[src/rtl/bp_be_dcache_port_arbiter_pkg.sv]
// Shared types for the backend D$ port arbiter: lock state, stage-owner record
// and a fixed-priority index helper.
package bp_be_dcache_port_arbiter_pkg;

  localparam int max_num_req_gp  = 2;
  localparam int req_id_width_gp = (max_num_req_gp > 1) ? $clog2(max_num_req_gp) : 1;

  typedef enum logic {
    e_arb_idle,
    e_arb_locked
  } arb_state_e;

  typedef struct packed {
    logic                       v;
    logic [req_id_width_gp-1:0] id;
  } stage_owner_s;

  // Index of the lowest set bit; index 0 is the highest-priority requester.
  function automatic logic [req_id_width_gp-1:0] lowest_set_idx(input logic [max_num_req_gp-1:0] vec);
    lowest_set_idx = '0;
    for (int i = max_num_req_gp - 1; i >= 0; i--) begin
      if (vec[i]) lowest_set_idx = req_id_width_gp'(i);
    end
  endfunction

endpackage

[src/rtl/bp_be_dcache_port_arbiter_if.sv]
// D$ side of the arbiter: stage-0 packet handshake, stage-1 ptag and
// stage-2 early response.
interface bp_be_dcache_port_arbiter_if #(
  parameter int pkt_width_p  = 64,
  parameter int ptag_width_p = 28,
  parameter int data_width_p = 64
) ();

  logic                    v;
  logic [pkt_width_p-1:0]  pkt;
  logic                    ready;
  logic [ptag_width_p-1:0] ptag;
  logic                    ptag_v;
  logic                    early_v;
  logic [data_width_p-1:0] early_data;

  modport master (
    output v, pkt, ptag, ptag_v,
    input  ready, early_v, early_data
  );

  modport slave (
    input  v, pkt, ptag, ptag_v,
    output ready, early_v, early_data
  );

endinterface

[src/rtl/bp_be_dcache_port_arbiter_owner_pipe.sv]
// Two-deep {v, id} shift register recording which requester owns the op in
// D$ stages 1 and 2, with a kill per stage transfer.
module bp_be_dcache_owner_pipe
  import bp_be_dcache_port_arbiter_pkg::*;
(
  input  logic         clk_i,
  input  logic         reset_i,
  input  stage_owner_s s0_i,
  input  logic [1:0]   kill_i,  // [0]: op entering s1, [1]: op moving s1->s2
  output stage_owner_s s1_o,
  output stage_owner_s s2_o
);

  stage_owner_s s1_q, s2_q;

  // NOTE: state is updated with non-blocking assignments so s2 captures the
  // pre-edge s1 value, giving a true shift rather than a fall-through.
  always_ff @(posedge clk_i) begin
    if (reset_i) begin
      s1_q <= '0;
      s2_q <= '0;
    end else begin
      s1_q.v  <= s0_i.v & ~kill_i[0];
      s1_q.id <= s0_i.id;
      s2_q.v  <= s1_q.v & ~kill_i[1];
      s2_q.id <= s1_q.id;
    end
  end

  assign s1_o = s1_q;
  assign s2_o = s2_q;

endmodule

[src/rtl/bp_be_dcache_port_arbiter.sv]
// Shares the single D$ request port among backend requesters with fixed
// priority, an ownership lock, and per-stage owner tracking for steering.
module bp_be_dcache_port_arbiter
  import bp_be_dcache_port_arbiter_pkg::*;
#(
  parameter int                   num_req_p     = 2,
  parameter int                   pkt_width_p   = 64,
  parameter int                   ptag_width_p  = 28,
  parameter int                   data_width_p  = 64,
  parameter logic [num_req_p-1:0] flush_mask_p  = 2'b10,
  localparam int                  lg_num_req_lp = (num_req_p > 1) ? $clog2(num_req_p) : 1
) (
  input  logic                              clk_i,
  input  logic                              reset_i,
  input  logic                              flush_i,

  input  logic [num_req_p-1:0]              req_v_i,
  input  logic [num_req_p*pkt_width_p-1:0]  req_pkt_i,
  input  logic [num_req_p-1:0]              req_lock_i,
  output logic [num_req_p-1:0]              req_yumi_o,
  input  logic [num_req_p*ptag_width_p-1:0] req_ptag_i,
  input  logic [num_req_p-1:0]              req_ptag_v_i,
  output logic [num_req_p-1:0]              req_early_v_o,
  output logic [data_width_p-1:0]           early_data_o,

  bp_be_dcache_port_arbiter_if.master       dcache,

  output logic                              lock_owner_v_o,
  output logic [lg_num_req_lp-1:0]          lock_owner_o
);

  if (num_req_p > max_num_req_gp) begin : g_bad_num_req
    $error("num_req_p exceeds max_num_req_gp in bp_be_dcache_port_arbiter_pkg");
  end

  arb_state_e               state_q, state_n;
  logic [lg_num_req_lp-1:0] owner_q, owner_n;
  logic [num_req_p-1:0]     flush_kill, lock_mask, cand, win_oh;
  logic [lg_num_req_lp-1:0] win_id, s1_id, s2_id;
  stage_owner_s             s0, s1, s2;

  // Stage 0: candidates are masked by lock ownership and by flush of masked requesters.
  assign flush_kill = flush_i ? flush_mask_p : '0;
  assign lock_mask  = (state_q == e_arb_locked) ? (num_req_p'(1) << owner_q) : '1;
  assign cand       = req_v_i & lock_mask & ~flush_kill & {num_req_p{~reset_i}};
  assign win_oh     = cand & ~(cand - num_req_p'(1));
  assign win_id     = lg_num_req_lp'(lowest_set_idx(max_num_req_gp'(cand)));

  assign dcache.v   = |cand;
  assign req_yumi_o = win_oh & {num_req_p{dcache.ready}};

  // NOTE: every always_comb output gets a default before any conditional
  // update, so no path leaves a value held and no latch is inferred.
  always_comb begin
    dcache.pkt = '0;
    for (int i = 0; i < num_req_p; i++) begin
      if (win_oh[i]) dcache.pkt |= req_pkt_i[i*pkt_width_p +: pkt_width_p];
    end
  end

  assign s0 = '{v: |req_yumi_o, id: req_id_width_gp'(win_id)};

  bp_be_dcache_owner_pipe u_owner_pipe (
    .clk_i   (clk_i),
    .reset_i (reset_i),
    .s0_i    (s0),
    .kill_i  ({flush_kill[s1_id], flush_kill[win_id]}),
    .s1_o    (s1),
    .s2_o    (s2)
  );

  assign s1_id = lg_num_req_lp'(s1.id);
  assign s2_id = lg_num_req_lp'(s2.id);

  always_comb begin
    dcache.ptag = '0;
    for (int i = 0; i < num_req_p; i++) begin
      if (s1_id == lg_num_req_lp'(i)) dcache.ptag = req_ptag_i[i*ptag_width_p +: ptag_width_p];
    end
  end
  assign dcache.ptag_v = s1.v & req_ptag_v_i[s1_id];

  // Stage 2: early valid with no tracked owner is dropped.
  always_comb begin
    req_early_v_o = '0;
    for (int i = 0; i < num_req_p; i++) begin
      req_early_v_o[i] = s2.v & (s2_id == lg_num_req_lp'(i)) & dcache.early_v;
    end
  end
  assign early_data_o = dcache.early_data;

  always_comb begin
    state_n = state_q;
    owner_n = owner_q;
    case (state_q)
      e_arb_idle: begin
        if ((|req_yumi_o) && req_lock_i[win_id]) begin
          state_n = e_arb_locked;
          owner_n = win_id;
        end
      end
      e_arb_locked: begin
        // Release waits until the owner has no op left in s1 or s2.
        if (flush_kill[owner_q]) begin
          state_n = e_arb_idle;
        end else if (!req_lock_i[owner_q]
                     && !(s1.v && s1_id == owner_q)
                     && !(s2.v && s2_id == owner_q)) begin
          state_n = e_arb_idle;
        end
      end
      default: state_n = e_arb_idle;
    endcase
  end

  always_ff @(posedge clk_i) begin
    if (reset_i) begin
      state_q <= e_arb_idle;
      owner_q <= '0;
    end else begin
      state_q <= state_n;
      owner_q <= owner_n;
    end
  end

  assign lock_owner_v_o = (state_q == e_arb_locked);
  assign lock_owner_o   = lock_owner_v_o ? owner_q : '0;

  a_yumi_onehot0 : assert property (@(posedge clk_i) disable iff (reset_i)
    $onehot0(req_yumi_o));

  a_lock_exclusive : assert property (@(posedge clk_i) disable iff (reset_i)
    (state_q == e_arb_locked) |-> ((req_yumi_o & ~lock_mask) == '0));

endmodule

[src/flat_wrapper.sv]
// flat-port wrapper written by rule: the top's interface ports become plain ports
module bp_be_dcache_port_arbiter_flat import bp_be_dcache_port_arbiter_pkg::*;
#(
  parameter int                   num_req_p     = 2,
  parameter int                   pkt_width_p   = 64,
  parameter int                   ptag_width_p  = 28,
  parameter int                   data_width_p  = 64,
  parameter logic [num_req_p-1:0] flush_mask_p  = 2'b10,
  localparam int                  lg_num_req_lp = (num_req_p > 1) ? $clog2(num_req_p) : 1
)
  (clk_i, reset_i, flush_i, req_v_i, req_pkt_i, req_lock_i, req_yumi_o, req_ptag_i, req_ptag_v_i, req_early_v_o, early_data_o, lock_owner_v_o, lock_owner_o, dcache_v, dcache_pkt, dcache_ptag, dcache_ptag_v, dcache_ready, dcache_early_v, dcache_early_data);
  bp_be_dcache_port_arbiter_if #(.pkt_width_p(pkt_width_p), .ptag_width_p(ptag_width_p), .data_width_p(data_width_p)) dcache_i ();
  input  logic clk_i;
  input  logic reset_i;
  input  logic flush_i;
  input  logic [num_req_p-1:0] req_v_i;
  input  logic [num_req_p*pkt_width_p-1:0] req_pkt_i;
  input  logic [num_req_p-1:0] req_lock_i;
  output logic [num_req_p-1:0] req_yumi_o;
  input  logic [num_req_p*ptag_width_p-1:0] req_ptag_i;
  input  logic [num_req_p-1:0] req_ptag_v_i;
  output logic [num_req_p-1:0] req_early_v_o;
  output logic [data_width_p-1:0] early_data_o;
  output logic lock_owner_v_o;
  output logic [lg_num_req_lp-1:0] lock_owner_o;
  output wire logic [$bits(dcache_i.v)-1:0] dcache_v;
  output wire logic [$bits(dcache_i.pkt)-1:0] dcache_pkt;
  output wire logic [$bits(dcache_i.ptag)-1:0] dcache_ptag;
  output wire logic [$bits(dcache_i.ptag_v)-1:0] dcache_ptag_v;
  input wire logic [$bits(dcache_i.ready)-1:0] dcache_ready;
  input wire logic [$bits(dcache_i.early_v)-1:0] dcache_early_v;
  input wire logic [$bits(dcache_i.early_data)-1:0] dcache_early_data;
  assign dcache_v = dcache_i.v;
  assign dcache_pkt = dcache_i.pkt;
  assign dcache_ptag = dcache_i.ptag;
  assign dcache_ptag_v = dcache_i.ptag_v;
  assign dcache_i.ready = dcache_ready;
  assign dcache_i.early_v = dcache_early_v;
  assign dcache_i.early_data = dcache_early_data;
  bp_be_dcache_port_arbiter #(.num_req_p(num_req_p), .pkt_width_p(pkt_width_p), .ptag_width_p(ptag_width_p), .data_width_p(data_width_p), .flush_mask_p(flush_mask_p)) u_core (.clk_i(clk_i), .reset_i(reset_i), .flush_i(flush_i), .req_v_i(req_v_i), .req_pkt_i(req_pkt_i), .req_lock_i(req_lock_i), .req_yumi_o(req_yumi_o), .req_ptag_i(req_ptag_i), .req_ptag_v_i(req_ptag_v_i), .req_early_v_o(req_early_v_o), .early_data_o(early_data_o), .dcache(dcache_i), .lock_owner_v_o(lock_owner_v_o), .lock_owner_o(lock_owner_o));
endmodule
[config.mk]
export PLATFORM = sky130hd
export DESIGN_NAME = bp_be_dcache_port_arbiter_flat
export DESIGN_NICKNAME = d
export VERILOG_FILES = /design/src/rtl/bp_be_dcache_port_arbiter_pkg.sv /design/src/rtl/bp_be_dcache_port_arbiter_if.sv /design/src/rtl/bp_be_dcache_port_arbiter_owner_pipe.sv /design/src/rtl/bp_be_dcache_port_arbiter.sv /design/src/flat_wrapper.sv
export SDC_FILE = /design/constraint.sdc
export NUM_CORES = 1
export LEC_CHECK = 0
export ABC_CLOCK_PERIOD_IN_PS = 3280
export BUFFER_PORTS_ARGS = -buffer_cell sky130_fd_sc_hd__buf_2
export CAP_MARGIN = 20
export CORE_AREA = 2 2 163 165
export CTS_BUF_LIST = sky130_fd_sc_hd__clkbuf_4 sky130_fd_sc_hd__clkbuf_8
export CTS_CLUSTER_DIAMETER = 30
export DETAILED_ROUTE_END_ITERATION = 7
export DIE_AREA = 0 0 165 167
export SLEW_MARGIN = 15
export SYNTH_ARGS = -nofsm -noshare
export SYNTH_HDL_FRONTEND = slang
export SYNTH_HIERARCHICAL = 1
export SYNTH_SLANG_ARGS = --single-unit
[constraint.sdc]
create_clock -name clk_i -period 3.28 [get_ports clk_i]
set_input_delay 0.656 -clock clk_i [delete_from_list [all_inputs] [get_ports clk_i]]
set_output_delay 0.656 -clock clk_i [all_outputs]
set_load 0.02 [all_outputs]
==> flow_summary.ini <==
[status]
status = finished clean

[place]
gp_congestion = 0.806
dpl.hpwl_um = 10200
placed_area_mm2 = 0.00321
port-buffer-count = 294

[worst_setup_path]
r2r_slack_ns = 1.55
setup.worst_path.class = input port to primary output
reg2regPathDepth = 5
worstPathArrival_ns = 2.13
required_ns = 2.62
setup.worst_path.start = req_v_i[0]
path_cells = buf_2, nor2b_1, nor4b_4, buf_12, a22o_1, buf_2
critical-path-max-stage-delay_ns = 0.33
end_kind = primary output
crit_path_frequent_cell = buf_2
path_max_fanout = 69
r2r_end = u_core/lock_owner_v_o$_SDFF_PP0_
rr_startpoint = u_core/u_owner_pipe/s1_o[0]$_SDFF_PP0_
cp-start-kind = input port
cp-endpoint = dcache_pkt[10]
worst_path_max_delay_cell = nor4b_4

[floorplan]
io-pin-count = 423
die_area_mm2 = 0.0276
die_y_um = 167
fp.dieW_um = 165
core-area_mm2 = 0.0258
start_util_pct = 7.11
row_count = 59

[synthesis]
ys_top_cells_by_count = a22o_1 (64), buf_4 (64), mux2_2 (28)
async_flop_share_pct = 0
ys_seq_elements = 6
yosys_warnings = 6
synth_top_area_share_pct = 30.6
synth_edf_count = 0
synthCells = 218
synth-main-ff-cell = dfxtp_1
synth.largest_area_cell = a22o_1
ys_top_cells_by_area = a22o_1 (31%), buf_4 (26%), mux2_2 (17%)
mappedNetlistArea_mm2 = 0.00183
synth_cell_types = 28
ys_seq_area_share_pct = 6.55
synth.avg_cell_area_um2 = 8.41
syn_nets = 477

[clock_tree]
cts-hold-fix-buffers = 0
clock_path_buffers = 2
tritoncts = yes
insertion_delay_ns = 0.23
cts-root-buf = clkbuf_8
cts_resized = 0
clock-sinks = 6
cts_made_buffers = 3
cts_setup_buffers = 0
clk_pin_slew_ns = 0.04
htreeDepth = 1

[cells_and_area]
drive_gt1_share_pct = 76.0
nets = 699
fin_util_pct = 12.6
fill_cells = 2967
finalInstanceArea_mm2 = 0.00325
syn_to_final_growth_pct = 77.5

[run]
maxCapViolCount = 0

[detailed_routing]
routedWlPerCell_um = 15.0
route.met3.wl_um = 1510
drt_iter0_markers = 161
top_layer = met5
via_per_inst = 3.42
drt_wl_total_um = 11700
met2_length_um = 5490
ant_nets = 0
num_vias = 2649
drc_errors = 0
dr.pass1.iters = 4
met1Wirelength_um = 3900

[global_routing]
first_global_vias = 2594
grt_max_degree = 70
antenna_found_initial = 4
grt_pass1_wl_um = 15400
overflow = 0
grt_usage_pct = 7.70

[timing]
hold_viol = 0
final_max_slew_viol_count = 0
tns_ns = 0
fin_crit_ns = 2.79
whs_ns = 0.526
setup_viol = 0
rsz0062_at_grt = no
finalCritPeriodShare_pct = 85.0
clock_skew_ns = 0.00587
fmax_mhz = 359

[power]
p_leak_nw = 1.77
power_density_mw_per_mm2 = 178
ir_worst_vdd_uv = 97.0
fin_total_pwr_mw = 0.578

[min_path]
hold_path_class = flop to flop
==> worst min path at each step <==
stage                                            from                                      to  slack, ns  cells past startpoint
2_1_floorplan             u_core/owner_q$_SDFFE_PP0P_             u_core/owner_q$_SDFFE_PP0P_       0.47                      2
3_3_place_gp   u_core/u_owner_pipe/s1_o[1]$_SDFF_PP0_  u_core/u_owner_pipe/s2_o[1]$_SDFF_PP0_       0.51                      1
3_5_place_dp   u_core/u_owner_pipe/s1_o[1]$_SDFF_PP0_  u_core/u_owner_pipe/s2_o[1]$_SDFF_PP0_       0.51                      1
4_1_cts        u_core/u_owner_pipe/s1_o[1]$_SDFF_PP0_  u_core/u_owner_pipe/s2_o[1]$_SDFF_PP0_       0.52                      1
5_1_grt        u_core/u_owner_pipe/s1_o[1]$_SDFF_PP0_  u_core/u_owner_pipe/s2_o[1]$_SDFF_PP0_       0.55                      1
6_report       u_core/u_owner_pipe/s1_o[1]$_SDFF_PP0_  u_core/u_owner_pipe/s2_o[1]$_SDFF_PP0_       0.53                      1
==> flip-flops by register name, indices dropped and copies added (netlist names) <==
register,count
u_core/u_owner_pipe/s2_o,2
u_core/owner_q,1
u_core/u_owner_pipe/s1_o,2
u_core/lock_owner_v_o,1
==> routing by layer <==
| metal | track usage (%) | vias to the layer above |
|---|---|---|
| met3 | 2.94 | 56 |
| met5 | 0 | - |
| met4 | 5.03 | 2 |
| li1 | - | 1198 |
| met1 | 7.63 | 1147 |
| met2 | 13.3 | 246 |
==> through the flow <==
step | instances | worst slack [ns]
finish | 775 | 0.492
global route | 774 | 0.422
CTS | 773 | 0.496
detailed placement | 770 | 0.499
global placement | 770 | 0.540
floorplan | 218 | 0.869
==> final cells by class <==
| cell class | instances | area (um2) | share of cell area, % |
|---|---|---|---|
| timing repair buffer | 298 | 1510 | 46.5 |
| multi-input combinational | 129 | 1150 | 35.3 |
| tap | 335 | 419 | 12.9 |
| sequential | 6 | 120 | 3.69 |
| clock buffer | 3 | 41.3 | 1.27 |
| inverter | 2 | 7.51 | 0.231 |
| antenna | 2 | 5.00 | 0.154 |
==> where the power goes <==
group | leakage (nW) | switching [mW] | internal (mW) | total (mW)
combinational | 1.70 | 0.204 | 0.183 | 0.387
clock | 0.0216 | 0.0344 | 0.0791 | 0.113
sequential | 0.0486 | 0.00265 | 0.0749 | 0.0776
total | 1.77 | 0.241 | 0.337 | 0.578
==> kinds of logic after synthesis <==
| group | count (synthesis) | synth area share (%) |
|---|---|---|
| AO/OA/AOI/OAI | 74 | 34.4 |
| buffers and inverters | 83 | 31.1 |
| flip-flops | 6 | 6.55 |
| multiplexers | 29 | 17.7 |
| other | 1 | 0.205 |
| AND/OR/NAND/NOR | 25 | 9.97 |
==> critical path, delay by kind of cell <==
| kind | cells | cell delay (ns) |
|---|---|---|
| simple gates | 2 | 0.49 |
| compound gates | 1 | 0.26 |
| buf+inv | 3 | 0.58 |
==> cells in the final DEF, fill, tap and decap left out, drive strengths merged <==
cell type  count
nor2           2
nor4bb         2
buf          298
a22o          64
diode          2
mux2i          1
nand2b         4
nor4b          1
mux2          28
o21a           1
o22a           1
a221oi         2
o21ai          2
a211oi         1
inv            2
dfxtp          6
clkbuf         3
nor2b          5
and2           5
a21oi          2
nand2          3
conb           1
nor3b          3
o221ai         1
(Power assumes the default switching activity.)
